--- config.mk ---
export PLATFORM = sky130hd
export DESIGN_NAME = shl_iter
export DESIGN_NICKNAME = d
export VERILOG_FILES = /design/src/rtl/shl_iter.sv
export SDC_FILE = /design/constraint.sdc
export NUM_CORES = 1
export LEC_CHECK = 0
export CORE_AREA = 4 4 41 43
export DETAILED_ROUTE_END_ITERATION = 8
export DIE_AREA = 0 0 45 47
export PLACE_DENSITY = 0.48
export SETUP_SLACK_MARGIN = 0.5
export SLEW_MARGIN = 20
export SYNTH_ARGS = -nofsm -noshare
export SYNTH_HDL_FRONTEND = slang
export SYNTH_SLANG_ARGS = --single-unit
export TNS_END_PERCENT = 20
--- constraint.sdc ---
create_clock -name Clk -period 2.04 [get_ports Clk]
set_input_delay 0.204 -clock Clk [delete_from_list [all_inputs] [get_ports Clk]]
set_output_delay 0.204 -clock Clk [all_outputs]
set_load 0.05 [all_outputs]
--- src/rtl/shl_iter.sv ---
// Iterative logical left shifter: one bit position per clock.
// Trades latency for area against a full barrel shifter.
module shl_iter #(
  parameter int DATAWIDTH = 2
) (
  input  logic                         Clk,
  input  logic                         Rst,
  input  logic                         start,
  input  logic [DATAWIDTH-1:0]         a,
  input  logic [$clog2(DATAWIDTH)-1:0] sh_amt,
  output logic [DATAWIDTH-1:0]         d,
  output logic                         busy,
  output logic                         done
);

  localparam int AW = $clog2(DATAWIDTH);

  typedef enum logic [1:0] {
    IDLE  = 2'd0,
    SHIFT = 2'd1,
    DONE  = 2'd2
  } state_e;

  state_e                 state_q, state_d;
  logic [DATAWIDTH-1:0]   d_q, d_d;
  logic [AW-1:0]          cnt_q, cnt_d;

  always_ff @(posedge Clk or negedge Rst) begin
    if (!Rst) begin
      state_q <= IDLE;
      d_q     <= '0;
      cnt_q   <= '0;
    end else begin
      state_q <= state_d;
      d_q     <= d_d;
      cnt_q   <= cnt_d;
    end
  end

  always_comb begin
    state_d = state_q;
    d_d     = d_q;
    cnt_d   = cnt_q;
    unique case (state_q)
      IDLE: begin
        if (start) begin
          d_d     = a;
          cnt_d   = sh_amt;
          state_d = (sh_amt == '0) ? DONE : SHIFT;
        end
      end
      SHIFT: begin
        d_d   = {d_q[DATAWIDTH-2:0], 1'b0};
        cnt_d = cnt_q - AW'(1);
        // Exit on the last step so cnt never wraps below zero
        if (cnt_q == AW'(1)) state_d = DONE;
      end
      DONE: begin
        state_d = IDLE;
      end
      default: begin
        state_d = IDLE;
      end
    endcase
  end

  assign d    = d_q;
  assign busy = (state_q == SHIFT) || (state_q == DONE);
  assign done = (state_q == DONE);

endmodule
==> results of run 1 <==
==> per-layer routing <==
| layer | share of wire [%] | wire length, µm | up-vias |
|---|---|---|---|
| met3 | 7.0 | 54 | 3 |
| li1 | - | - | 147 |
| met5 | 0 | 0 | - |
| met2 | 47 | 358 | 16 |
| met4 | 3.4 | 26 | 0 |
| met1 | 43 | 329 | 144 |
==> area by class of cell <==
| class | instances | area [µm²] |
|---|---|---|
| multi-input cells | 25 | 191 |
| inverters | 5 | 18.8 |
| fillers | 141 | 840 |
| well taps | 15 | 18.8 |
| clock buffers | 4 | 26.3 |
| flip-flops and latches | 5 | 125 |
| repair buffers | 9 | 81.3 |
==> cell families after synthesis <==
| logic type | after synthesis | synth area share (%) |
|---|---|---|
| AO/OA/AOI/OAI | 11 | 22.8 |
| AND/OR/NAND/NOR | 7 | 9.70 |
| buffers and inverters | 5 | 5.60 |
| adder cells (fa/ha/maj) | 5 | 18.7 |
| flip-flops | 5 | 37.3 |
| multiplexers | 2 | 5.97 |
==> registers in the layout, indices dropped and copies added, names as in the netlist <==
register	cells
state_q	2
cnt_q	1
d	2
==> power breakdown <==
group / total [mW] / leakage [nW] / internal [mW] / switching (mW)
clock: 0.118 / 0.0150 / 0.0742 / 0.0436
combinational: 0.521 / 0.139 / 0.184 / 0.338
sequential: 0.186 / 0.0623 / 0.147 / 0.0392
total: 0.826 / 0.217 / 0.405 / 0.421
==> final timing paths <==
kind	endpoint
hold reg to reg	cnt_q
max in group asynchronous	state_q[1]
min in group Clk	cnt_q
setup reg to reg	cnt_q
hold / removal	d[0]
setup / recovery	d[1]
==> stage by stage <==
stage / setup slack (ns) / hold WS [ns]
finish: 0.413 / 0.183
global route: 0.357 / 0.202
CTS: 0.378 / 0.186
detailed placement: 0.363 / 0.452
global placement: 0.408 / 0.459
floorplan: 0.788 / -0.0916
==> layout by cell type, fill, tap and decap left out <==
| cell | synthesis | layout |
|---|---|---|
| nand3_1 | 1 | 1 |
| dfrtp_1 | 5 | 5 |
| a21oi_1 | 1 | 1 |
| a22o_1 | 1 | 1 |
| nand2_1 | 2 | 2 |
| o22ai_1 | 2 | 2 |
| o21ai_1 | 1 | 1 |
| clkdlybuf4s50_1 | 0 | 6 |
| o2bb2ai_1 | 2 | 2 |
| a32o_1 | 1 | 1 |
| dlygate4sd2_1 | 0 | 1 |
| clkbuf_2 | 0 | 1 |
| a21boi_0 | 1 | 1 |
| inv_1 | 5 | 5 |
| nor2_1 | 2 | 2 |
| buf_4 | 0 | 1 |
| clkbuf_1 | 0 | 1 |
| ha_1 | 5 | 5 |
| clkbuf_4 | 0 | 3 |
| nand2b_1 | 2 | 2 |
| o21ai_0 | 2 | 2 |
| mux2i_1 | 2 | 2 |
==> results.py, run 1 <==
metrics = {
    "drt": {
        "drc": 0,
        "routed_via_density": 4.92,
        "drtIter0Drc": 8,
        "ant_nets": 0,
        "vias": 310,
        "wl_um": 768,
        "drtPass1Iterations": 4,
        "wire_per_inst_um": 12.2,
    },
    "worst_setup_path": {
        "crit_arrival_ns": 1.42,
        "r2r-start": "state_q[0]",
        "critical-path-max-stage-delay_ns": 0.81,
        "crit_path_max_fanout": 3,
        "crit_cells": 1,
        "crit_chain": "clkdlybuf4s50_1",
        "path_class": "register to output pin",
        "start_kind": "register",
        "cpMaxStageDelayCell": "clkdlybuf4s50_1",
        "crit_family": "buffers and inverters",
        "crit_path_start": "d[1]",
        "cp.required_ns": 1.84,
        "r2r_setup_slack_ns": 0.61,
        "reg2reg_depth": 4,
        "worstPathBufferInverterCount": 1,
        "endpoint_kind": "output pin",
    },
    "run": {
        "cap_violations": 0,
    },
    "pwr": {
        "cellPowerDensity_nw_per_um2": 1790,
        "totalPowerFinal_uw": 826,
        "p_leak_nw": 0.217,
        "vdd_drop_max_mv": 0.816,
    },
    "die": {
        "die_w_um": 45,
        "start_util_pct": 25.8,
        "core_region_area_um2": 1300,
        "num_rows": 13,
        "num_io_pins": 10,
        "die_y_um": 47,
        "die-area_um2": 2120,
    },
    "logic_synthesis": {
        "synth_fp_nets": 46,
        "yosysSeqAreaShare_pct": 37.3,
        "synth_cell_types": 16,
        "yosysTopAreaCellShare_pct": 37.3,
        "yosysWarnings": 0,
        "synthTopCellsByArea": "dfrtp_1, ha_1, mux2i_1",
        "ys_ff_latch": 5,
        "ys_top_cells_by_count": "dfrtp_1, ha_1, inv_1",
        "syn_avg_cell_area_um2": 9.58,
        "synth_edf_count": 0,
        "netlist.top_cell.by_area": "dfrtp_1",
        "syn_area_um2": 335,
        "ys_async_sr_fraction_pct": 100,
        "ys.flop_type": "dfrtp_1",
        "synth_cells": 35,
    },
    "grt": {
        "met1_usage_pct": 9.43,
        "grt_max_degree": 7,
        "overflow": 0,
        "gr-usage-all-layers_pct": 9.20,
        "grt_first_pass_wirelength_um": 1320,
        "use_met3_pct": 3.07,
        "grt.met2_usage_pct": 14.7,
        "busiest_layer": "met2",
        "antenna_found_initial": 0,
        "grt_pass1_vias": 316,
    },
    "final_layout": {
        "final_core_util_pct": 35.5,
        "antennaDiodeCount": 0,
        "area_delta_synth_final_pct": 37.7,
        "final_layout_size_suffix_gt1_share_pct": 10.4,
        "fin_area_um2": 462,
        "stdcell_count": 63,
        "layout.nets": 60,
    },
    "sta": {
        "tightest_slew_ns": 0.492,
        "relSlewSlack_pct": 67.1,
        "fin_worst_skew_ns": 0.00859,
        "rsz0062_at_grt": "true",
        "period_minus_slack_ns": 1.63,
        "fin_setup_tns_ns": 0,
        "fin_crit_sh_pct": 79.7,
        "hold_viol": 0,
        "setup_viol_count_final": 0,
        "fmax_mhz": 615,
        "maxSlewViolCount": 0,
    },
    "cts": {
        "clk_pin_slew_ns": 0.05,
        "cts_buffers": 3,
        "clockBufferDepth": 2,
        "cts_resized": 2,
        "postCtsSetupBuffers": 0,
        "cts_hold_buf": 0,
        "clk-insertion-delay-late_ns": 0.25,
        "cts_tree": "done",
        "cts-root-buf": "clkbuf_4",
        "cts_max_level": 1,
        "clock_sinks": 5,
    },
    "placed_design": {
        "hpwl_um": 608,
        "portBuffers": 9,
        "gp_congestion": 0.740,
        "placedCellCount": 59,
        "placed_area_um2": 442,
    },
    "min_path": {
        "hold_path_class": "input port to async pin",
    },
    "outcome": {
        "status": "completed",
    },
}
(Power assumes the default switching activity.)
==> run 2: changes to the inputs <==
==> constraint.sdc (replaced) <==
create_clock -name Clk -period 1.5 [get_ports Clk]
set_input_delay 0.15 -clock Clk [delete_from_list [all_inputs] [get_ports Clk]]
set_output_delay 0.15 -clock Clk [all_outputs]
set_load 0.05 [all_outputs]
==> run 2 against run 1 <==
Net effect: hold slack got worse by 0.048 ns; setup slack got worse by 0.22 ns; power rose by 97%; clock skew down 0.0064 ns; clock-buffer cell count did not move; design area grew 36%; highest routed layer unchanged; register-to-register slack lost 0.41 ns; sequential share of layout area fell by 6.8 points; wire length up 19%; largest power group unchanged.
==> results.py, run 2 (synthesis results as in run 1) <==
metrics = {
    "outcome": {
        "status": "completed",
    },
    "worst_setup_path": {
        "reg2reg_depth": 6,
        "r2r-start": "state_q[1]",
        "crit_path_max_fanout": 4,
        "path_class": "register to register",
        "r2r_end": "d[1]",
        "r2r_setup_slack_ns": 0.20,
        "crit_path_start": "state_q[1]",
        "cp.required_ns": 1.67,
        "start_kind": "register",
        "endpoint_kind": "register",
        "crit_arrival_ns": 1.47,
        "crit_path_end": "d[1]",
    },
    "sta": {
        "setup_viol_count_final": 0,
        "fin_crit_sh_pct": 86.8,
        "period_minus_slack_ns": 1.30,
        "tightest_slew_ns": 0.339,
        "hold_viol": 0,
        "fin_worst_skew_ns": 0.00215,
        "rsz0062_at_grt": "true",
        "hold-worst-slack_ns": 0.135,
        "fin_setup_tns_ns": 0,
        "layout_setup_ws_ns": 0.198,
        "maxSlewViolCount": 0,
        "fmax_mhz": 768,
        "relSlewSlack_pct": 77.3,
    },
    "die": {
        "num_io_pins": 10,
        "die-area_um2": 2120,
        "die_y_um": 47,
        "start_util_pct": 25.8,
        "die_w_um": 45,
        "core_region_area_um2": 1300,
        "num_rows": 13,
    },
    "grt": {
        "overflow": 0,
        "grt_first_pass_wirelength_um": 1590,
        "grt_max_degree": 7,
        "antenna_found_initial": 0,
        "gr-usage-all-layers_pct": 11.3,
        "grt_pass1_vias": 357,
    },
    "final_layout": {
        "mostFrequentLayoutCells": "buf_4, clkdlybuf4s50_1, buf_12",
        "final_core_util_pct": 48.3,
        "multi_input_area_um2": 259,
        "area_delta_synth_final_pct": 87.3,
        "register_area_um2": 128,
        "stdcell_count": 69,
        "fin_area_um2": 628,
        "mostFrequentLayoutCell": "buf_4",
        "final_layout_size_suffix_gt1_share_pct": 50.0,
        "n_fill_cell": 137,
        "layout.nets": 66,
        "antennaDiodeCount": 0,
    },
    "run": {
        "cap_violations": 0,
    },
    "drt": {
        "drc": 0,
        "drtPass1Iterations": 2,
        "drtIter0Drc": 3,
        "wl_um": 912,
        "routed_via_density": 4.77,
        "ant_nets": 0,
        "vias": 329,
        "wire_per_inst_um": 13.2,
    },
    "cts": {
        "clock_sinks": 5,
        "clk_pin_slew_ns": 0.04,
        "cts-root-buf": "clkbuf_4",
        "clk-insertion-delay-late_ns": 0.24,
        "cts_buffers": 3,
        "cts_tree": "done",
        "clockBufferDepth": 2,
        "cts_max_level": 1,
    },
    "placed_design": {
        "pre_cts_ws_ns": 0.180,
        "portBuffers": 9,
        "gp_congestion": 0.804,
        "placed_area_um2": 508,
        "hpwl_um": 681,
        "placedCellCount": 59,
    },
    "pwr": {
        "vdd_drop_max_mv": 1.29,
        "cellPowerDensity_nw_per_um2": 2590,
        "p_leak_nw": 0.266,
        "totalPowerFinal_mw": 1.63,
    },
    "min_path": {
        "hold_path_class": "input port to async pin",
    },
}
run 2: cell types whose count changed in the layout (fill, tap and decap cells not counted), moves of 2 or more:
cell / delta
dfrtp_2: +2
ha_4: +3
ha_2: +2
buf_12: +4
inv_1: -3
dfrtp_1: -2
buf_4: +5
ha_1: -5
inv_2: +2
run 2: layout make-up:
cell class / count / share of cell area [%]
multi-input combinational: 25 / 41.2
timing repair buffer: 15 / 27.9
sequential: 5 / 20.3
clock buffer: 4 / 4.18
inverter: 5 / 3.39
tap: 15 / 2.99
run 2: critical path, cell delays in order, from the launching register on:
cell     delay, ns
dfrtp_1       0.38
inv_2         0.08
buf_12        0.13
ha_4          0.17
mux2i_1       0.12
a32o_2        0.23
a21oi_2       0.12
run 2: where the power goes:
group,internal [mW],switching (mW)
sequential,0.205,0.0668
combinational,0.617,0.583
clock,0.101,0.0547
run 2: how the worst min path moves through the flow:
stage	cells past startpoint	to	slack, ns
6_report	1	d[1]	0.13
5_1_grt	1	d[1]	0.16
4_1_cts	1	d[1]	0.13
3_5_place_dp	1	d[1]	0.39
3_3_place_gp	1	d[1]	0.39
2_1_floorplan	0	cnt_q	-0.15
run 2: per-layer routing:
metal | part of all wire (%) | vias to the layer above | track usage [%]
met4 | 1.9 | 0 | 7.02
li1 | - | 166 | -
met1 | 36 | 150 | 9.91
met2 | 54 | 11 | 19.8
met3 | 7.8 | 2 | 6.90
met5 | 0 | - | 0
run 2: timing repair:
action	in CTS	in global routing
gates cloned	0	0
setup endpoints to repair	9	9
buffers inserted	6	0
hold buffers	0	0
pin swaps	2	0
gates resized for setup	8	0
==> run 3: changes to the inputs <==
--- a/config.mk
+++ b/config.mk
@@ -5,9 +5,10 @@
 export SDC_FILE = /design/constraint.sdc
 export NUM_CORES = 1
 export LEC_CHECK = 0
-export CORE_AREA = 4 4 41 43
+export CORE_AREA = 3 3 40 42
+export CTS_CLUSTER_SIZE = 10
 export DETAILED_ROUTE_END_ITERATION = 8
-export DIE_AREA = 0 0 45 47
+export DIE_AREA = 0 0 43 45
 export PLACE_DENSITY = 0.48
 export SETUP_SLACK_MARGIN = 0.5
 export SLEW_MARGIN = 20
==> run 3 against run 2 <==
Net effect: non-clock buffer count shrank 1; hold slack got worse by 0.0031 ns; sequential power hardly changed; core utilization fell by 0.27 points; design area down 1.8%; power is 2.6% lower; global-route usage decreased by 0.80 points; combinational power about the same; largest cell class unchanged; highest routed layer is now met3.
==> results.py, run 3 (synthesis results as in run 1) <==
metrics = {
    "outcome": {
        "status": "completed",
    },
    "pwr": {
        "p_leak_nw": 0.265,
        "totalPowerFinal_mw": 1.58,
        "cellPowerDensity_nw_per_um2": 2570,
        "vdd_drop_max_mv": 1.44,
    },
    "cts": {
        "cts_max_level": 1,
        "cts_buffers": 3,
        "clk_pin_slew_ns": 0.04,
        "cts_hold_buf": 0,
        "cts-root-buf": "clkbuf_4",
        "cts_tree": "done",
        "clock_sinks": 5,
        "clockBufferDepth": 2,
        "clk-insertion-delay-late_ns": 0.24,
    },
    "grt": {
        "grt_first_pass_wirelength_um": 1500,
        "grt_max_degree": 7,
        "gr-usage-all-layers_pct": 10.6,
        "antenna_found_initial": 0,
        "grt_pass1_vias": 348,
        "overflow": 0,
    },
    "drt": {
        "drc": 0,
        "wl_um": 850,
        "routed_via_density": 4.66,
        "drtPass1Iterations": 4,
        "wire_per_inst_um": 12.5,
        "ant_nets": 0,
        "drtIter0Drc": 4,
        "vias": 317,
    },
    "final_layout": {
        "n_fill_cell": 116,
        "antennaDiodeCount": 0,
        "final_layout_size_suffix_gt1_share_pct": 45.3,
        "layout.nets": 65,
        "mostFrequentLayoutCells": "clkdlybuf4s50_1, buf_4, buf_12",
        "area_delta_synth_final_pct": 84.0,
    },
    "sta": {
        "maxSlewViolCount": 0,
        "setup_viol_count_final": 0,
        "hold_viol": 0,
        "fmax_mhz": 759,
        "fin_setup_tns_ns": 0,
        "fin_worst_skew_ns": 0.00250,
        "rsz0062_at_grt": "true",
        "relSlewSlack_pct": 76.4,
        "tightest_slew_ns": 0.352,
        "period_minus_slack_ns": 1.32,
        "fin_crit_sh_pct": 87.9,
        "layout_setup_ws_ns": 0.182,
    },
    "placed_design": {
        "hpwl_um": 614,
        "pre_cts_ws_ns": 0.201,
        "gp_congestion": 0.831,
        "portBuffers": 9,
    },
    "worst_setup_path": {
        "crit_path_max_fanout": 4,
        "start_kind": "register",
        "cp.required_ns": 1.62,
        "crit_arrival_ns": 1.44,
        "path_class": "register to register",
        "endpoint_kind": "register",
    },
    "die": {
        "start_util_pct": 26.1,
        "num_io_pins": 10,
        "die_w_um": 43,
        "die-area_um2": 1940,
        "num_rows": 13,
        "die_y_um": 45,
        "core_region_area_um2": 1280,
    },
    "min_path": {
        "hold_path_class": "input port to async pin",
    },
    "run": {
        "cap_violations": 0,
    },
}
-- run 3: layout make-up --
| class | count | area [µm²] | area share, % |
|---|---|---|---|
| Clock buffer | 4 | 26.3 | 4.26 |
| Inverter | 5 | 18.8 | 3.04 |
| Multi-Input combinational cell | 25 | 258 | 41.8 |
| Sequential cell | 5 | 128 | 20.7 |
| Tap cell | 15 | 18.8 | 3.04 |
| Timing Repair Buffer | 14 | 168 | 27.2 |
-- run 3: worst max-delay path, stage by stage (launching register included) --
cell and delay (ns):
dfrtp_1 0.40, inv_2 0.11, buf_12 0.12, ha_4 0.15, nand2b_4 0.13, o22ai_1 0.08, a22o_1 0.21
-- run 3: layer usage --
metal  GRT usage, %  vias up  part of all wire [%]
li1               -      161                     -
met1           12.7      149                    41
met2           17.4        7                    54
met3          0.398        0                   4.6
met4           9.04        0                     0
met5              0        -                     0
-- run 3: metrics by stage --
step / cells / hold WS, ns / util, % / area (µm²)
2_1_floorplan: 35 / -0.146 / - / 384
3_3_place_gp: 59 / 0.382 / 39.5 / 508
3_5_place_dp: 59 / 0.387 / 39.5 / 508
4_1_cts: 66 / 0.131 / 45.2 / 581
5_1_grt: 68 / 0.142 / 48.0 / 617
6_report: 68 / 0.132 / 48.0 / 617
-- run 3: what timing repair did --
item / in CTS / in global routing
gates resized for setup: 2 / 3
setup endpoints to repair: 8 / 9
buffers inserted: 3 / 2
pin swaps: 1 / 1
-- run 3: path summary, 6_finish.rpt --
kind	start	to	slack, ns	depth (start not counted)
setup reg to reg	state_q[1]	d[0]	0.18	6
setup / recovery	state_q[1]	d[0]	0.18	6
min in group Clk	cnt_q	cnt_q	0.53	2
hold / removal	Rst	d[1]	0.13	1
hold reg to reg	cnt_q	cnt_q	0.53	2
max in group asynchronous	Rst	state_q[0]	1.16	1
-- run 3: power breakdown --
part | total [mW] | switching [mW] | leakage [nW] | internal, mW
Sequential | 0.268 | 0.0632 | 0.0596 | 0.205
Combinational | 1.17 | 0.571 | 0.191 | 0.594
Clock | 0.151 | 0.0509 | 0.0150 | 0.100
